**src/rtl/fpu_mul_pkg.sv**
```systemverilog
// Shared definitions for the FP32 multiplier register front end:
// register offsets, bit positions, AXI response codes and the sequencer state.
package fpu_mul_pkg;

   localparam logic [31:0] OFF_OPA    = 32'h00;
   localparam logic [31:0] OFF_OPB    = 32'h04;
   localparam logic [31:0] OFF_CTRL   = 32'h08;
   localparam logic [31:0] OFF_STATUS = 32'h0C;
   localparam logic [31:0] OFF_RESULT = 32'h10;

   localparam int CTRL_START_BIT  = 0;
   localparam int CTRL_IRQ_EN_BIT = 1;
   localparam int STAT_DONE_BIT   = 0;
   localparam int STAT_BUSY_BIT   = 1;
   localparam int STAT_OVR_BIT    = 2;

   localparam logic [1:0] RESP_OKAY   = 2'b00;
   localparam logic [1:0] RESP_SLVERR = 2'b10;

   typedef enum logic {
      IDLE,
      RUN
   } seq_state_e;

   typedef enum logic [2:0] {
      SEL_OPA,
      SEL_OPB,
      SEL_CTRL,
      SEL_STATUS,
      SEL_RESULT,
      SEL_NONE
   } reg_sel_e;

   // Registers are word aligned, so the two low address bits are ignored.
   function automatic reg_sel_e decode_addr(input logic [31:0] byte_addr);
      reg_sel_e sel;
      case ({byte_addr[31:2], 2'b00})
         OFF_OPA:    sel = SEL_OPA;
         OFF_OPB:    sel = SEL_OPB;
         OFF_CTRL:   sel = SEL_CTRL;
         OFF_STATUS: sel = SEL_STATUS;
         OFF_RESULT: sel = SEL_RESULT;
         default:    sel = SEL_NONE;
      endcase
      return sel;
   endfunction

endpackage

```
**src/rtl/fpu_mul_axil_regs_if.sv**
```systemverilog
// AXI4-Lite bus bundle between the interconnect (master) and the
// multiplier register block (slave).
interface fpu_mul_axil_regs_if #(
   parameter int ADDR_W = 5
);
   logic [ADDR_W-1:0] awaddr;
   logic              awvalid;
   logic              awready;
   logic [31:0]       wdata;
   logic [3:0]        wstrb;
   logic              wvalid;
   logic              wready;
   logic [1:0]        bresp;
   logic              bvalid;
   logic              bready;
   logic [ADDR_W-1:0] araddr;
   logic              arvalid;
   logic              arready;
   logic [31:0]       rdata;
   logic [1:0]        rresp;
   logic              rvalid;
   logic              rready;

   modport slave (
      input  awaddr, awvalid, wdata, wstrb, wvalid, bready, araddr, arvalid, rready,
      output awready, wready, bresp, bvalid, arready, rdata, rresp, rvalid
   );

   modport master (
      output awaddr, awvalid, wdata, wstrb, wvalid, bready, araddr, arvalid, rready,
      input  awready, wready, bresp, bvalid, arready, rdata, rresp, rvalid
   );
endinterface

```
**src/rtl/fpu_mul_seq.sv**
```systemverilog
// START/DONE sequencer: snapshots the operands into the multiplier inputs,
// waits out the multiplier latency, then captures the product.
module fpu_mul_seq
   import fpu_mul_pkg::*;
#(
   parameter int LATENCY = 1
) (
   input  logic        clk,
   input  logic        rst_n,
   input  logic        start,
   input  logic [31:0] opa,
   input  logic [31:0] opb,
   input  logic [31:0] mul_result,
   output logic [31:0] op_a,
   output logic [31:0] op_b,
   output logic [31:0] result,
   output logic        done,
   output logic        busy
);
   localparam int CNT_W = 4;

   seq_state_e       state_reg, state_next;
   logic [CNT_W-1:0] cnt_reg, cnt_next;
   logic [31:0]      op_a_reg, op_a_next;
   logic [31:0]      op_b_reg, op_b_next;
   logic [31:0]      result_reg, result_next;
   logic             done_reg, done_next;

   always_ff @(posedge clk or negedge rst_n) begin
      if (!rst_n) begin
         state_reg  <= IDLE;
         cnt_reg    <= '0;
         op_a_reg   <= '0;
         op_b_reg   <= '0;
         result_reg <= '0;
         done_reg   <= 1'b0;
      end else begin
         state_reg  <= state_next;
         cnt_reg    <= cnt_next;
         op_a_reg   <= op_a_next;
         op_b_reg   <= op_b_next;
         result_reg <= result_next;
         done_reg   <= done_next;
      end
   end

   // A START arriving while in RUN is dropped here; the caller flags it as overrun.
   always_comb begin
      state_next  = state_reg;
      cnt_next    = cnt_reg;
      op_a_next   = op_a_reg;
      op_b_next   = op_b_reg;
      result_next = result_reg;
      done_next   = done_reg;
      case (state_reg)
         IDLE: begin
            if (start) begin
               state_next = RUN;
               op_a_next  = opa;
               op_b_next  = opb;
               cnt_next   = CNT_W'(LATENCY);
               done_next  = 1'b0;
            end
         end
         RUN: begin
            if (cnt_reg == '0) begin
               result_next = mul_result;
               done_next   = 1'b1;
               state_next  = IDLE;
            end else begin
               cnt_next = cnt_reg - 1'b1;
            end
         end
         default: state_next = IDLE;
      endcase
   end

   assign op_a   = op_a_reg;
   assign op_b   = op_b_reg;
   assign result = result_reg;
   assign done   = done_reg;
   assign busy   = (state_reg == RUN);

endmodule

```
**src/rtl/fpu_mul_axil_regs.sv**
```systemverilog
// AXI4-Lite register front end for the registered FP32 multiplier.
// Optional FPU_MUL_IRQ_EN adds CTRL.IRQ_EN and a registered irq output.
module fpu_mul_axil_regs
   import fpu_mul_pkg::*;
#(
   parameter int ADDR_W  = 5,
   parameter int LATENCY = 1
) (
   input  logic                clk,
   input  logic                rst_n,
   fpu_mul_axil_regs_if.slave  axil,
   output logic [31:0]         op_a,
   output logic [31:0]         op_b,
   input  logic [31:0]         mul_result
`ifdef FPU_MUL_IRQ_EN
   ,
   output logic                irq
`endif
);
   logic              active_reg;
   logic              aw_full_reg;
   logic [ADDR_W-1:0] aw_addr_reg;
   logic              w_full_reg;
   logic [31:0]       w_data_reg;
   logic [3:0]        w_strb_reg;
   logic              bvalid_reg;
   logic [1:0]        bresp_reg;
   logic              rvalid_reg;
   logic [31:0]       rdata_reg;
   logic [1:0]        rresp_reg;
   logic [31:0]       opa_reg;
   logic [31:0]       opb_reg;
   logic              ovr_reg;
   logic              irq_en;

   logic        aw_hs, w_hs, ar_hs, commit;
   logic        start_req, ovr_clr;
   reg_sel_e    wr_sel, rd_sel;
   logic [31:0] wmask;
   logic [31:0] rd_data;
   logic [1:0]  rd_resp;
   logic [31:0] result;
   logic        seq_done, seq_busy;

   // Readies stay low until the first clock after reset release.
   assign axil.awready = active_reg & ~aw_full_reg & ~bvalid_reg;
   assign axil.wready  = active_reg & ~w_full_reg  & ~bvalid_reg;
   assign axil.arready = active_reg & ~rvalid_reg;
   assign axil.bvalid  = bvalid_reg;
   assign axil.bresp   = bresp_reg;
   assign axil.rvalid  = rvalid_reg;
   assign axil.rdata   = rdata_reg;
   assign axil.rresp   = rresp_reg;

   assign aw_hs  = axil.awvalid & axil.awready;
   assign w_hs   = axil.wvalid  & axil.wready;
   assign ar_hs  = axil.arvalid & axil.arready;
   assign commit = aw_full_reg & w_full_reg;

   assign wr_sel = decode_addr(32'(aw_addr_reg));
   assign rd_sel = decode_addr(32'(axil.araddr));

   assign start_req = commit && (wr_sel == SEL_CTRL) && w_strb_reg[0]
                      && w_data_reg[CTRL_START_BIT];
   assign ovr_clr   = commit && (wr_sel == SEL_STATUS) && w_strb_reg[0]
                      && w_data_reg[STAT_OVR_BIT];

   genvar gi;
   generate
      for (gi = 0; gi < 4; gi++) begin : g_lane
         assign wmask[gi*8 +: 8] = {8{w_strb_reg[gi]}};
      end
   endgenerate

   fpu_mul_seq #(
      .LATENCY (LATENCY)
   ) u_seq (
      .clk        (clk),
      .rst_n      (rst_n),
      .start      (start_req),
      .opa        (opa_reg),
      .opb        (opb_reg),
      .mul_result (mul_result),
      .op_a       (op_a),
      .op_b       (op_b),
      .result     (result),
      .done       (seq_done),
      .busy       (seq_busy)
   );

   always_comb begin
      rd_data = '0;
      rd_resp = RESP_OKAY;
      case (rd_sel)
         SEL_OPA:    rd_data = opa_reg;
         SEL_OPB:    rd_data = opb_reg;
         SEL_CTRL:   rd_data[CTRL_IRQ_EN_BIT] = irq_en;
         SEL_STATUS: begin
            rd_data[STAT_DONE_BIT] = seq_done;
            rd_data[STAT_BUSY_BIT] = seq_busy;
            rd_data[STAT_OVR_BIT]  = ovr_reg;
         end
         SEL_RESULT: rd_data = result;
         default:    rd_resp = RESP_SLVERR;
      endcase
   end

   always_ff @(posedge clk or negedge rst_n) begin
      if (!rst_n) begin
         active_reg  <= 1'b0;
         aw_full_reg <= 1'b0;
         aw_addr_reg <= '0;
         w_full_reg  <= 1'b0;
         w_data_reg  <= '0;
         w_strb_reg  <= '0;
         bvalid_reg  <= 1'b0;
         bresp_reg   <= RESP_OKAY;
         rvalid_reg  <= 1'b0;
         rdata_reg   <= '0;
         rresp_reg   <= RESP_OKAY;
         opa_reg     <= '0;
         opb_reg     <= '0;
         ovr_reg     <= 1'b0;
      end else begin
         active_reg <= 1'b1;
         if (commit) begin
            aw_full_reg <= 1'b0;
            w_full_reg  <= 1'b0;
            bvalid_reg  <= 1'b1;
            bresp_reg   <= (wr_sel == SEL_RESULT || wr_sel == SEL_NONE)
                           ? RESP_SLVERR : RESP_OKAY;
         end else begin
            if (aw_hs) begin
               aw_full_reg <= 1'b1;
               aw_addr_reg <= axil.awaddr;
            end
            if (w_hs) begin
               w_full_reg <= 1'b1;
               w_data_reg <= axil.wdata;
               w_strb_reg <= axil.wstrb;
            end
            if (bvalid_reg && axil.bready) begin
               bvalid_reg <= 1'b0;
            end
         end

         if (commit && wr_sel == SEL_OPA) begin
            opa_reg <= (opa_reg & ~wmask) | (w_data_reg & wmask);
         end
         if (commit && wr_sel == SEL_OPB) begin
            opb_reg <= (opb_reg & ~wmask) | (w_data_reg & wmask);
         end

         // Clear is applied before the overrun set, so a set in the same cycle wins.
         ovr_reg <= (ovr_reg & ~ovr_clr) | (start_req & seq_busy);

         if (ar_hs) begin
            rvalid_reg <= 1'b1;
            rdata_reg  <= rd_data;
            rresp_reg  <= rd_resp;
         end else if (rvalid_reg && axil.rready) begin
            rvalid_reg <= 1'b0;
         end
      end
   end

`ifdef FPU_MUL_IRQ_EN
   logic irq_en_reg;
   logic irq_reg;

   always_ff @(posedge clk or negedge rst_n) begin
      if (!rst_n) begin
         irq_en_reg <= 1'b0;
         irq_reg    <= 1'b0;
      end else begin
         if (commit && wr_sel == SEL_CTRL && w_strb_reg[0]) begin
            irq_en_reg <= w_data_reg[CTRL_IRQ_EN_BIT];
         end
         irq_reg <= seq_done & irq_en_reg;
      end
   end

   assign irq_en = irq_en_reg;
   assign irq    = irq_reg;
`else
   assign irq_en = 1'b0;
`endif

endmodule

```
**src/flat_wrapper.sv**
```systemverilog
// flat-port wrapper written by rule: the top's interface ports become plain ports
module fpu_mul_axil_regs_flat import fpu_mul_pkg::*;
#(
   parameter int ADDR_W  = 5,
   parameter int LATENCY = 1
)
  (clk, rst_n, op_a, op_b, mul_result, axil_awaddr, axil_awvalid, axil_wdata, axil_wstrb, axil_wvalid, axil_bready, axil_araddr, axil_arvalid, axil_rready, axil_awready, axil_wready, axil_bresp, axil_bvalid, axil_arready, axil_rdata, axil_rresp, axil_rvalid);
  fpu_mul_axil_regs_if #(.ADDR_W(ADDR_W)) axil_i ();
  input  logic clk;
  input  logic rst_n;
  output logic [31:0] op_a;
  output logic [31:0] op_b;
  input  logic [31:0] mul_result;
  input wire logic [$bits(axil_i.awaddr)-1:0] axil_awaddr;
  input wire logic [$bits(axil_i.awvalid)-1:0] axil_awvalid;
  input wire logic [$bits(axil_i.wdata)-1:0] axil_wdata;
  input wire logic [$bits(axil_i.wstrb)-1:0] axil_wstrb;
  input wire logic [$bits(axil_i.wvalid)-1:0] axil_wvalid;
  input wire logic [$bits(axil_i.bready)-1:0] axil_bready;
  input wire logic [$bits(axil_i.araddr)-1:0] axil_araddr;
  input wire logic [$bits(axil_i.arvalid)-1:0] axil_arvalid;
  input wire logic [$bits(axil_i.rready)-1:0] axil_rready;
  output wire logic [$bits(axil_i.awready)-1:0] axil_awready;
  output wire logic [$bits(axil_i.wready)-1:0] axil_wready;
  output wire logic [$bits(axil_i.bresp)-1:0] axil_bresp;
  output wire logic [$bits(axil_i.bvalid)-1:0] axil_bvalid;
  output wire logic [$bits(axil_i.arready)-1:0] axil_arready;
  output wire logic [$bits(axil_i.rdata)-1:0] axil_rdata;
  output wire logic [$bits(axil_i.rresp)-1:0] axil_rresp;
  output wire logic [$bits(axil_i.rvalid)-1:0] axil_rvalid;
  assign axil_i.awaddr = axil_awaddr;
  assign axil_i.awvalid = axil_awvalid;
  assign axil_i.wdata = axil_wdata;
  assign axil_i.wstrb = axil_wstrb;
  assign axil_i.wvalid = axil_wvalid;
  assign axil_i.bready = axil_bready;
  assign axil_i.araddr = axil_araddr;
  assign axil_i.arvalid = axil_arvalid;
  assign axil_i.rready = axil_rready;
  assign axil_awready = axil_i.awready;
  assign axil_wready = axil_i.wready;
  assign axil_bresp = axil_i.bresp;
  assign axil_bvalid = axil_i.bvalid;
  assign axil_arready = axil_i.arready;
  assign axil_rdata = axil_i.rdata;
  assign axil_rresp = axil_i.rresp;
  assign axil_rvalid = axil_i.rvalid;
  fpu_mul_axil_regs #(.ADDR_W(ADDR_W), .LATENCY(LATENCY)) u_core (.clk(clk), .rst_n(rst_n), .axil(axil_i), .op_a(op_a), .op_b(op_b), .mul_result(mul_result));
endmodule
```
**config.mk**
```make
export PLATFORM = sky130hd
export DESIGN_NAME = fpu_mul_axil_regs_flat
export DESIGN_NICKNAME = d
export VERILOG_FILES = /design/src/rtl/fpu_mul_pkg.sv /design/src/rtl/fpu_mul_axil_regs_if.sv /design/src/rtl/fpu_mul_seq.sv /design/src/rtl/fpu_mul_axil_regs.sv /design/src/flat_wrapper.sv
export SDC_FILE = /design/constraint.sdc
export NUM_CORES = 1
export LEC_CHECK = 0
export CAP_MARGIN = 25
export CORE_MARGIN = 2
export CORE_UTILIZATION = 45
export CTS_CLUSTER_SIZE = 10
export DETAILED_ROUTE_END_ITERATION = 8
export HOLD_SLACK_MARGIN = 0.05
export PLACE_DENSITY = 0.71
export SYNTH_ARGS = -nofsm -noshare
export SYNTH_HDL_FRONTEND = slang
export SYNTH_SLANG_ARGS = --single-unit
```
**constraint.sdc**
```tcl
create_clock -name clk -period 4.5 [get_ports clk]
set_input_delay 0.675 -clock clk [delete_from_list [all_inputs] [get_ports clk]]
set_output_delay 0.675 -clock clk [all_outputs]
set_load 0.01 [all_outputs]
```
**Word-level counts from Yosys, hierarchy flattened**

Index checks and enable logic that the tools add are counted.

- Register bits after elaboration: 249
- Word-level logic and storage cells: 118

- Add/subtract/negate cells: 1
- Equal/unequal tests: 20
- Muxes and demuxes: 25
- Bitwise gates (word level): 25
- Reductions and logical operators: 27

Operators by type and width:

| operator | count |
|---|---|
| 32-bit AND | 3 |
| 29-bit one-hot mux with 3 select lines | 1 |
| 32-bit OR | 2 |
| 32-bit NOT | 1 |
| 3-bit one-hot mux with 5 select lines | 2 |
| 3-bit by 2-bit equality test with 1-bit output, second input constant | 8 |
| 3-bit equality test, second input constant | 5 |
| 3-bit by 1-bit equality test with 1-bit output, second input constant | 4 |
| 3-bit logical NOT | 4 |
| 1-bit 2-to-1 mux | 12 |
| 1-bit one-hot mux with 4 select lines | 3 |
| 2-bit AND reduction | 6 |
| 1-bit AND | 11 |
| 1-bit logical AND | 10 |
| 4-bit 2-to-1 mux | 2 |
| 4-bit one-hot mux with 2 select lines | 1 |
| 2-bit nonzero test | 4 |
| 1-bit NOT | 7 |
| 5-bit OR reduction | 1 |
| 4-bit logical NOT | 1 |
| 2-bit 2-to-1 mux | 2 |
| 2-bit by 1-bit inequality test with 1-bit output, second input constant | 2 |
| 1-bit one-hot mux with 2 select lines | 2 |
| 4-bit by 1-bit subtractor with 4-bit output, second input constant | 1 |
| 3 further kinds | 3 |

**Depth between registers and ports, before layout**

Gate-level depths: netlist of run 1.

- Word-level depth: 9
- Mapped depth: 8

**By module**

A second synthesis of run 1 with hierarchy kept.

- Cells, all modules: 823
- Area, all modules: 10277.4 um2

By module, submodules not included:

| module | instances | cells an instance | area each (um2) |
|---|---|---|---|
| fpu_mul_axil_regs | 1 | 454 | 6238.5 |
| fpu_mul_seq | 1 | 369 | 4038.9 |

**Least setup slack after synthesis of run 1**

No wires, ideal clock.

- Kind: input-to-reg
- From: input axil_araddr[4]
- To: register u_core.rdata_reg[25], in the netlist u_core.axil.rdata[25]
- Arrival time: 1715 ps
- Path slack: 2664 ps
- Cell stages on the path: 5
- Buffers on the path: 2
- Cells stage by stage: buf_2 > clkbuf_1 > mux2i_1 > o21ai_0 > a22o_1

- Word-level cells in the longest chain between the ends: 4
- Elaborated cells on any way between the ends: 10

Ends and longest elaborated chain:

| what | RTL line | RTL |
|---|---|---|
| start: declaration | flat_wrapper.sv:20 | `input wire logic [$bits(axil_i.araddr)-1:0] axil_araddr;` |
| 3-bit equality test, or another cell as far along | fpu_mul_pkg.sv:37 | `case ({byte_addr[31:2], 2'b00})` |
| 3-bit one-hot mux with 5 select lines (*) | fpu_mul_pkg.sv:37 |  |
| 3-bit equality test, or another cell as far along | fpu_mul_axil_regs.sv:94 | `case (rd_sel)` |
| 29-bit one-hot mux with 3 select lines (*) | fpu_mul_axil_regs.sv:94 |  |
| end signal: assignment | fpu_mul_axil_regs.sv:159 | `rdata_reg <= rd_data;` |
| end: declaration | fpu_mul_axil_regs.sv:29 | `logic [31:0] rdata_reg;` |

Mark *: on every way between the ends. The rest lies on a longest branch, timed or not.
A chain may end at the register's enable or synchronous reset.

**Final worst setup path of run 1**

- From: register u_core.u_seq.cnt_reg[0]
- To: register u_core.u_seq.cnt_reg[0]

- Word-level cells in the longest chain between the ends: 3
- Elaborated cells on any way between the ends: 6

Ends and longest elaborated chain:

| what | RTL line | RTL |
|---|---|---|
| start: declaration | fpu_mul_seq.sv:23 | `logic [CNT_W-1:0] cnt_reg, cnt_next;` |
| start signal: assignment | fpu_mul_seq.sv:39 | `cnt_reg <= cnt_next;` |
| 4-bit by 1-bit subtractor with 4-bit output or 4-bit logical NOT (tied branches) | fpu_mul_seq.sv:71, fpu_mul_seq.sv:66 |  |
| 4-bit 2-to-1 mux or 2-bit inequality test (tied branches) | -- |  |
| 4-bit one-hot mux with 2 select lines or 2-bit AND reduction (tied branches) | -- |  |

Several ways; a longest one is shown, not always the timed one. The select of a mux whose other input is x is not followed.

==> run metrics, run 1 <==
post-CTS clock slew at the launch and capture registers of the worst setup and hold paths=around 0.060 ns; Clock Skews=around 0.025 ns; most area-consuming cells after synthesis=dfrtp_1 (61%), mux2_2 (10%), mux2_1 (9.1%), nand2_1 (5.3%), mux2i_1 (3.0%); instance count after placement with tap cells included=between 1000 and 1500; number of buffers inserted by hold repair at cts=0; Yosys Warn Count=0; TritonRoute pass-1 iters=4; vias after detailed routing=6481; share of the clock period used by the worst path after layout=0.555; required time of the worst setup path=around 4.9 ns; number of synthesized flops with an enable pin=0; critical path's slowest cell=and2_2; number of clock sinks=245; final setup vio count=0; power per standard cell area=roughly 530 nW/um^2; area overhead of the layout relative to synthesis=28.2%; maximum fanout count along the critical path=33; Core Box Area=21800 um^2; crit path DAT=between 2 and 3 ns; cell class contributing the biggest share of worst-path delay=simple AND/OR/NAND/NOR gates; Setup Crit Path Kind=register to register; average vias per placed instance=between 5 and 6; fraction of registers with async set or reset after synthesis=1.00; setup total negative slack=0 ns; height of the die=153 um; number of I/O pins=190; most used standard cells in the synthesized netlist=dfrtp_1 (245), nand2_1 (142), mux2_2 (89), mux2_1 (81), o21ai_0 (37); antenna violations before repair=0; Antenna Diode Count=0; cell area after synthesis=around 10000 um^2; crit path cell chain=inv_1, ha_1, nor3b_1, and2_2, a21oi_1, o22a_1; post-cts resize count=0; maximum vdd drop=0.339 mV; P_leak=approximately 6.1 nW; placement-stage worst setup slack=between 1.5 and 2 ns; share of cells above drive strength 1=0.157; Most used DFF post-synth=dfrtp_1; stage delay of the slowest cell on the critical path=between 0.8 and 0.9 ns; number of buffers inserted by post-CTS setup repair=0; vias in the first global route=slightly below 7000; max_cap viols=0; Starting DRT DRC Count=around 300; status=complete, no violations; total wirelength of the detailed-routed design=approximately 24000 um; category of the worst setup path capture point=register; wire length of the first global-routing pass=38800 um; post-DP HPWL=between 15000 and 20000 um; shortest period the worst path allows=around 2.5 ns; Residual DRC=0; number of buffers added by the clock tree synthesis step=28; final layout net count=1024; Final Non-Filler Cells=roughly 1200; PnR worst setup slack=between 2 and 2.5 ns; clock network latency to the later pin of the worst-skew pair=roughly 0.54 ns; Post-Syn Area per Cell=13.3 um^2; Post-Syn Instances=approximately 750; Initial Util=0.459; count of different cell masters after synthesis=36; Seq cells post-synth=about 250; count of pins over their slew limit=0; maximum clock path buffer count=3; pin count of the biggest net entering global routing=133; final antenna-violating net count=0; share of the synthesized area in the top cell type=0.612; Die Footprint=23500 um^2; FP Rows=between 50 and 60; maximum level of the CTS H-tree=1; sequential element share of the synthesized area=0.612; total grt overflow=0; overall die width=~150 um; Max-Slew Margin vs Limit=0.320; unrepaired setup endpoints after global routing=no; HP Class=primary input to asynchronous set/reset pin; Final Core Density=0.588; crit path launch type=register; transition time at the pin with the least slew margin=between 1 and 1.5 ns; cell with the most instances after synthesis=dfrtp_1; number of buffer and inverter instances along the worst setup path=1; root buffer cell=clkbuf_16; combined global-route utilization of all metal layers=0.209; Avg WL per Cell=19.8 um; TritonCTS clock tree=yes; global placer's final weighted congestion=0.767; timing-limited maximum frequency=about 400 MHz; total count of hold-check failures in the final report=0; top cell type by total area after synthesis=dfrtp_1; number of port buffers=183
-- per-stage QoR --
stage | total power [mW] | area, um^2 | hold WS [ns]
after floorplan | 4.25 | 10000 | 0.379
after global placement | 4.84 | 12100 | 0.458
after detailed placement | 4.92 | 12100 | 0.463
after CTS | 6.87 | 12800 | 0.292
after global routing | 7.20 | 12800 | 0.339
final | 6.80 | 12800 | 0.221
-- worst paths after layout --
kind	slack, ns	depth (start not counted)	to	startpoint
worst max-delay path	2.00	6	u_core.u_seq.cnt_reg[0]	u_core.u_seq.cnt_reg[0]
worst min-delay path	0.22	1	asynchronous set/reset pin	rst_n
worst max register to register	2.00	6	u_core.u_seq.cnt_reg[0]	u_core.u_seq.cnt_reg[0]
worst min register to register	0.47	2	u_core.u_seq.result[15]	u_core.u_seq.result[15]
max in group asynchronous	3.17	2	u_core.u_seq.result[10]	rst_n
min in group clk	0.47	2	u_core.u_seq.result[15]	u_core.u_seq.result[15]
-- per-layer routing --
| layer | vias up | share of wire | global-route usage |
|---|---|---|---|
| met1 | 3277 | 0.44 | 0.291 |
| met3 | 37 | 0.061 | 0.0473 |
| li1 | 2979 | - | - |
| met4 | 0 | 0.018 | 0.0419 |
| met2 | 188 | 0.48 | 0.341 |
| met5 | - | 0 | 0 |
-- cell type report --
class | count | area, um^2
clock buffers | 33 | 719
fillers | 1752 | 8980
well taps | 280 | 350
repair buffers | 194 | 1950
multi-input cells | 461 | 3650
clock inverters | 1 | 16.3
flip-flops and latches | 245 | 6130
inverters | 7 | 26.3
-- logic make-up (layout without fill, tap and decap cells) --
group                      count (synthesis)  after routing  share of synthesized area
DFF                                      245            245                      0.612
muxes                                    200            200                      0.221
and+or+nand+nor                          172            172                     0.0790
AOI/OAI and AO/OA                         84             84                     0.0577
buffers and inverters                     48            235                     0.0267
adders and majority gates                  2              2                    0.00250
other                                      2              3                   0.000750
-- cell usage in the layout (no fill, tap or decap), types with 2 or more instances in the layout --
cell,count
o21ai_0,37
a22o_1,33
and2_1,2
buf_2,2
o22ai_1,2
o221ai_1,2
ha_1,2
inv_1,7
nand2_1,140
mux2_2,89
nor2_8,4
clkdlybuf4s50_1,180
nor2_2,4
conb_1,3
nand2_2,2
clkbuf_16,28
nor2b_1,3
nand4b_1,2
and2_2,2
mux2_1,81
nor2_1,3
buf_4,8
dfrtp_1,245
clkbuf_1,5
a22oi_1,4
buf_12,3
mux2i_1,30
-- where the power goes --
part / switching [mW] / internal (mW) / total, mW
logic: 0.627 / 0.840 / 1.47
clock network: 0.806 / 1.10 / 1.91
registers: 0.521 / 2.90 / 3.42
total: 1.95 / 4.84 / 6.80
Power figures use the tool's default switching activity.
==> run 2: changes to the inputs <==
--- a/config.mk
+++ b/config.mk
@@ -11,7 +11,7 @@
 export CTS_CLUSTER_SIZE = 10
 export DETAILED_ROUTE_END_ITERATION = 8
 export HOLD_SLACK_MARGIN = 0.05
-export PLACE_DENSITY = 0.71
+export PLACE_DENSITY = 0.73
 export SYNTH_ARGS = -nofsm -noshare
 export SYNTH_HDL_FRONTEND = slang
 export SYNTH_SLANG_ARGS = --single-unit
==> constraint.sdc (replaced) <==
create_clock -name clk -period 2.25 [get_ports clk]
set_input_delay 0.3375 -clock clk [delete_from_list [all_inputs] [get_ports clk]]
set_output_delay 0.3375 -clock clk [all_outputs]
set_load 0.01 [all_outputs]
==> run 2 against run 1 <==
  * Combinational power up 110%
  * Hold slack improved by 0.12 ns
  * Register-to-register slack worse by 1.6 ns
  * Worst setup slack got worse by 1.9 ns
  * Count of clock-buffer cells in the layout fell by 2
  * Clock power rose by 100%
  * Wire length is 1.3% lower
  * Clock skew is 0.016 ns lower
==> run metrics, run 2 (same netlist as run 1, synthesis figures left out) <==
status=complete, no violations; global placer's final weighted congestion=slightly below 0.8; Die Footprint=roughly 23000 um^2; TritonRoute pass-1 iters=4; category of the worst setup path capture point=output pin; Antenna Diode Count=0; total power draw=13.7 mW; required time of the worst setup path=about 1.9 ns; final antenna-violating net count=0; crit path launch type=register; timing-limited maximum frequency=474 MHz; height of the die=153 um; combined global-route utilization of all metal layers=0.204; Residual DRC=0; number of buffers inserted by post-CTS setup repair=0; wire length of the first global-routing pass=between 30000 and 40000 um; maximum fanout count along the critical path=3; Initial Util=0.459; vias after detailed routing=around 6500; post-CTS clock slew at the launch and capture registers of the worst setup and hold paths=0.05 ns; total grt overflow=0; power per standard cell area=approximately 1100 nW/um^2; Starting DRT DRC Count=between 300 and 400; final setup vio count=0; Max-Slew Margin vs Limit=0.367; total count of hold-check failures in the final report=0; count of pins over their slew limit=0; pin count of the biggest net entering global routing=67; max_cap viols=0; shortest period the worst path allows=2.11 ns; number of I/O pins=190; P_leak=6.19 nW; clock network latency to the later pin of the worst-skew pair=approximately 0.52 ns; maximum clock path buffer count=3; Core Box Area=roughly 22000 um^2; average vias per placed instance=approximately 5.3; transition time at the pin with the least slew margin=0.947 ns; total wirelength of the detailed-routed design=23800 um; number of clock sinks=about 250; Avg WL per Cell=~19 um; area overhead of the layout relative to synthesis=30.3%; number of port buffers=roughly 180; antenna violations before repair=0; Clock Skews=0.00880 ns; overall die width=~150 um; maximum vdd drop=a little under 0.6 mV; Final Core Density=0.598; vias in the first global route=6872; share of cells above drive strength 1=0.173; unrepaired setup endpoints after global routing=no; crit path DAT=between 1.5 and 2 ns; root buffer cell=clkbuf_16; most common library cell in the layout ignoring fill and taps=dfrtp_1; number of buffers added by the clock tree synthesis step=28; final layout net count=1041; share of the clock period used by the worst path after layout=0.937; top library cells by usage in the layout, fill and taps aside=dfrtp_1 (245), clkdlybuf4s50_1 (180), nand2_1 (140); HP Class=primary input to asynchronous set/reset pin; post-DP HPWL=between 15000 and 20000 um; Setup Crit Path Kind=register to output pin; TritonCTS clock tree=yes; FP Rows=54; # fillers=roughly 1700; maximum level of the CTS H-tree=1; setup total negative slack=0 ns
==> run 2: cell count changes in the layout (fill, tap and decap cells not counted), sizes merged <==
cell	change
buf	+16
dlygate4sd3	+1
clkbuf	-2
==> run 2: path summary, 6_finish.rpt <==
| kind | depth (start not counted) | from | slack (ns) | end |
|---|---|---|---|---|
| worst max register to register | 5 | u_core.aw_addr_reg[4] | 0.38 | register |
| max in group asynchronous | 3 | rst_n | 1.17 | u_core.u_seq.result[20] |
| min in group clk | 3 | mul_result[8] | 0.35 | u_core.u_seq.result[8] |
| worst max-delay path | 3 | u_core.axil.bvalid | 0.14 | axil_wready |
| worst min register to register | 2 | u_core.u_seq.result[25] | 0.47 | u_core.u_seq.result[25] |
| worst min-delay path | 2 | rst_n | 0.35 | asynchronous set/reset pin |
==> run 2: power breakdown <==
part / total (mW) / switching [mW] / leakage [nW] / internal (mW)
Clock: 3.84 / 1.59 / 0.364 / 2.25
Sequential: 6.83 / 1.03 / 3.18 / 5.80
Combinational: 3.04 / 1.29 / 2.65 / 1.75
Total: 13.7 / 3.91 / 6.19 / 9.80
==> run 2: layout make-up <==
cell class | count | area, um^2 | share of cell area
flip-flops and latches | 245 | 6130 | 0.470
inverters | 7 | 26.3 | 0.00201
clock inverters | 1 | 5.00 | 0.000384
repair buffers | 211 | 2150 | 0.165
well taps | 280 | 350 | 0.0268
clock buffers | 31 | 733 | 0.0562
multi-input cells | 461 | 3650 | 0.280
==> run 2: timing repair <==
| action | 4_1_cts | 5_1_grt |
|---|---|---|
| resized for setup | 0 | 0 |
| endpoints found under the setup margin | 0 | 0 |
| hold buffers | 1 | 0 |
| hold endpoints to repair | 60 | 0 |
==> run 2: metrics by stage <==
step	std cells	setup WS (ns)	hold WS, ns	area (um^2)
after global placement	1203	0.317	0.334	12300
after CTS	1236	0.113	0.322	13100
after global routing	1236	0.0794	0.346	13100
after floorplan	754	0.472	0.0419	10000
after detailed placement	1203	0.315	0.332	12300
final	1236	0.142	0.346	13100
==> run 2: layer usage <==
metal,global-route usage,part of all wire
met1,0.289,0.45
met2,0.328,0.47
met3,0.0357,0.052
met4,0.0551,0.022
met5,0,0
==> run 2: critical path, stage by stage (launching register included) <==
cell and delay (ns):
dfrtp_1 0.39, nand2b_1 0.17, nor2_1 0.13, clkdlybuf4s50_1 0.56
==> run 3: changes to the inputs <==
--- a/config.mk
+++ b/config.mk
@@ -7,11 +7,11 @@
 export LEC_CHECK = 0
 export CAP_MARGIN = 25
 export CORE_MARGIN = 2
-export CORE_UTILIZATION = 45
+export CORE_UTILIZATION = 47
 export CTS_CLUSTER_SIZE = 10
 export DETAILED_ROUTE_END_ITERATION = 8
 export HOLD_SLACK_MARGIN = 0.05
-export PLACE_DENSITY = 0.73
+export PLACE_DENSITY = 0.76
 export SYNTH_ARGS = -nofsm -noshare
 export SYNTH_HDL_FRONTEND = slang
 export SYNTH_SLANG_ARGS = --single-unit
==> run 3 against run 2 <==
  * Wire length is 0.50% lower
  * Sequential share of layout area hardly changed
  * Global-route usage is 1.3 points higher
  * Maximum frequency is 0.17% lower
  * Sequential power hardly changed
  * Clock skew is 0.0014 ns higher
  * Highest routed layer unchanged
  * Critical path type unchanged
==> run metrics, run 3 (same netlist as run 1, synthesis figures left out) <==
Antenna Diode Count=0; TritonRoute pass-1 iters=4; wire length of the first global-routing pass=38100 um; shortest period the worst path allows=2.11 ns; PnR worst setup slack=0.138 ns; Clock Skews=approximately 0.010 ns; Die Footprint=~22000 um^2; global placer's final weighted congestion=between 0.7 and 0.8; top library cells by usage in the layout, fill and taps aside=dfrtp_1 (245), clkdlybuf4s50_1 (180), nand2_1 (140); metal2 WL=between 10000 and 15000 um; number of buffers inserted by hold repair at cts=1; clock network latency to the later pin of the worst-skew pair=~0.52 ns; final antenna-violating net count=0; number of buffers inserted by post-CTS setup repair=0; Setup Crit Path Kind=register to output pin; setup total negative slack=0 ns; pin count of the biggest net entering global routing=65; total count of hold-check failures in the final report=0; share of cells above drive strength 1=0.176; maximum fanout count along the critical path=3; max_cap viols=0; maximum clock path buffer count=3; Residual DRC=0; placement-stage worst setup slack=about 0.36 ns; FP Rows=53; maximum level of the CTS H-tree=1; power per standard cell area=roughly 1100 nW/um^2; number of port buffers=183; category of the worst setup path capture point=output pin; placement-stage cell area=12300 um^2; Avg WL per Cell=approximately 19 um; area overhead of the layout relative to synthesis=30.4%; post-cts resize count=0; most common library cell in the layout ignoring fill and taps=dfrtp_1; vias in the first global route=roughly 6900; Max-Slew Margin vs Limit=0.635; TritonCTS clock tree=yes; overall die width=150 um; Final Core Density=0.623; maximum vdd drop=0.691 mV; number of clock sinks=245; instance count after placement with tap cells included=1202; combined global-route utilization of all metal layers=0.217; post-DP HPWL=~16000 um; HP Class=primary input to register; share of the clock period used by the worst path after layout=0.939; required time of the worst setup path=roughly 1.9 ns; final setup vio count=0; timing-limited maximum frequency=between 400 and 500 MHz; Core Box Area=21000 um^2; final layout net count=~1000; number of buffers added by the clock tree synthesis step=28; count of pins over their slew limit=0; Starting DRT DRC Count=between 200 and 300; transition time at the pin with the least slew margin=roughly 0.55 ns; unrepaired setup endpoints after global routing=no; crit path launch type=register; Highest Signal Layer=met4; post-CTS clock slew at the launch and capture registers of the worst setup and hold paths=about 0.050 ns; routed metal-1 wirelength=~11000 um; root buffer cell=clkbuf_16; total grt overflow=0; post-route standard cell area excluding fillers=around 13000 um^2; height of the die=150 um; status=complete, no violations; Final Non-Filler Cells=around 1200; total wirelength of the detailed-routed design=between 20000 and 25000 um; # fillers=between 1500 and 2000; number of I/O pins=between 150 and 200; Initial Util=0.478; average vias per placed instance=roughly 5.3; antenna violations before repair=0; P_leak=slightly above 6 nW; crit path DAT=about 1.8 ns; met3 layer wire length in the routed design=1180 um; vias after detailed routing=approximately 6600
==> run 3: path summary, 6_finish.rpt <==
path / start / end / cells past startpoint / slack [ns]
max in group asynchronous: rst_n / u_core.u_seq.op_b[23] / 3 / 1.21
setup / recovery: u_core.axil.bvalid / axil_wready / 3 / 0.14
setup reg to reg: u_core.aw_addr_reg[4] / register / 5 / 0.34
hold / removal: mul_result[8] / u_core.u_seq.result[8] / 3 / 0.35
min in group asynchronous: rst_n / u_core.u_seq.op_a[9] / 2 / 0.36
hold reg to reg: u_core.u_seq.result[0] / u_core.u_seq.result[0] / 2 / 0.47
==> run 3: stage by stage <==
stage	total power [mW]	hold slack, ns
after floorplan	8.51	0.0419
after global placement	9.78	0.323
after detailed placement	9.95	0.323
after CTS	13.9	0.323
after global routing	14.5	0.336
final	13.8	0.345
==> run 3: layout make-up <==
type | count | area (um^2) | area share
Sequential cell | 245 | 6130 | 0.469
Multi-Input combinational cell | 461 | 3650 | 0.280
Timing Repair Buffer | 215 | 2160 | 0.165
Clock buffer | 33 | 751 | 0.0575
Tap cell | 275 | 344 | 0.0263
Inverter | 7 | 26.3 | 0.00201
==> run 3: report_power, final <==
part | switching (mW) | total (mW) | internal (mW)
combinational | 1.29 | 3.03 | 1.74
sequential | 1.06 | 6.86 | 5.80
clock | 1.58 | 3.87 | 2.29
==> run 3: worst max-delay path, cell delays in order, from the launching register on <==
cell and delay, ns:
dfrtp_1 0.39, nand2b_1 0.17, nor2_1 0.14, clkdlybuf4s50_1 0.56
==> run 3: layer usage <==
metal / GRT usage / vias up
li1: - / 3018
met1: 0.302 / 3360
met2: 0.355 / 169
met3: 0.0384 / 45
met4: 0.0557 / 0
met5: 0 / -
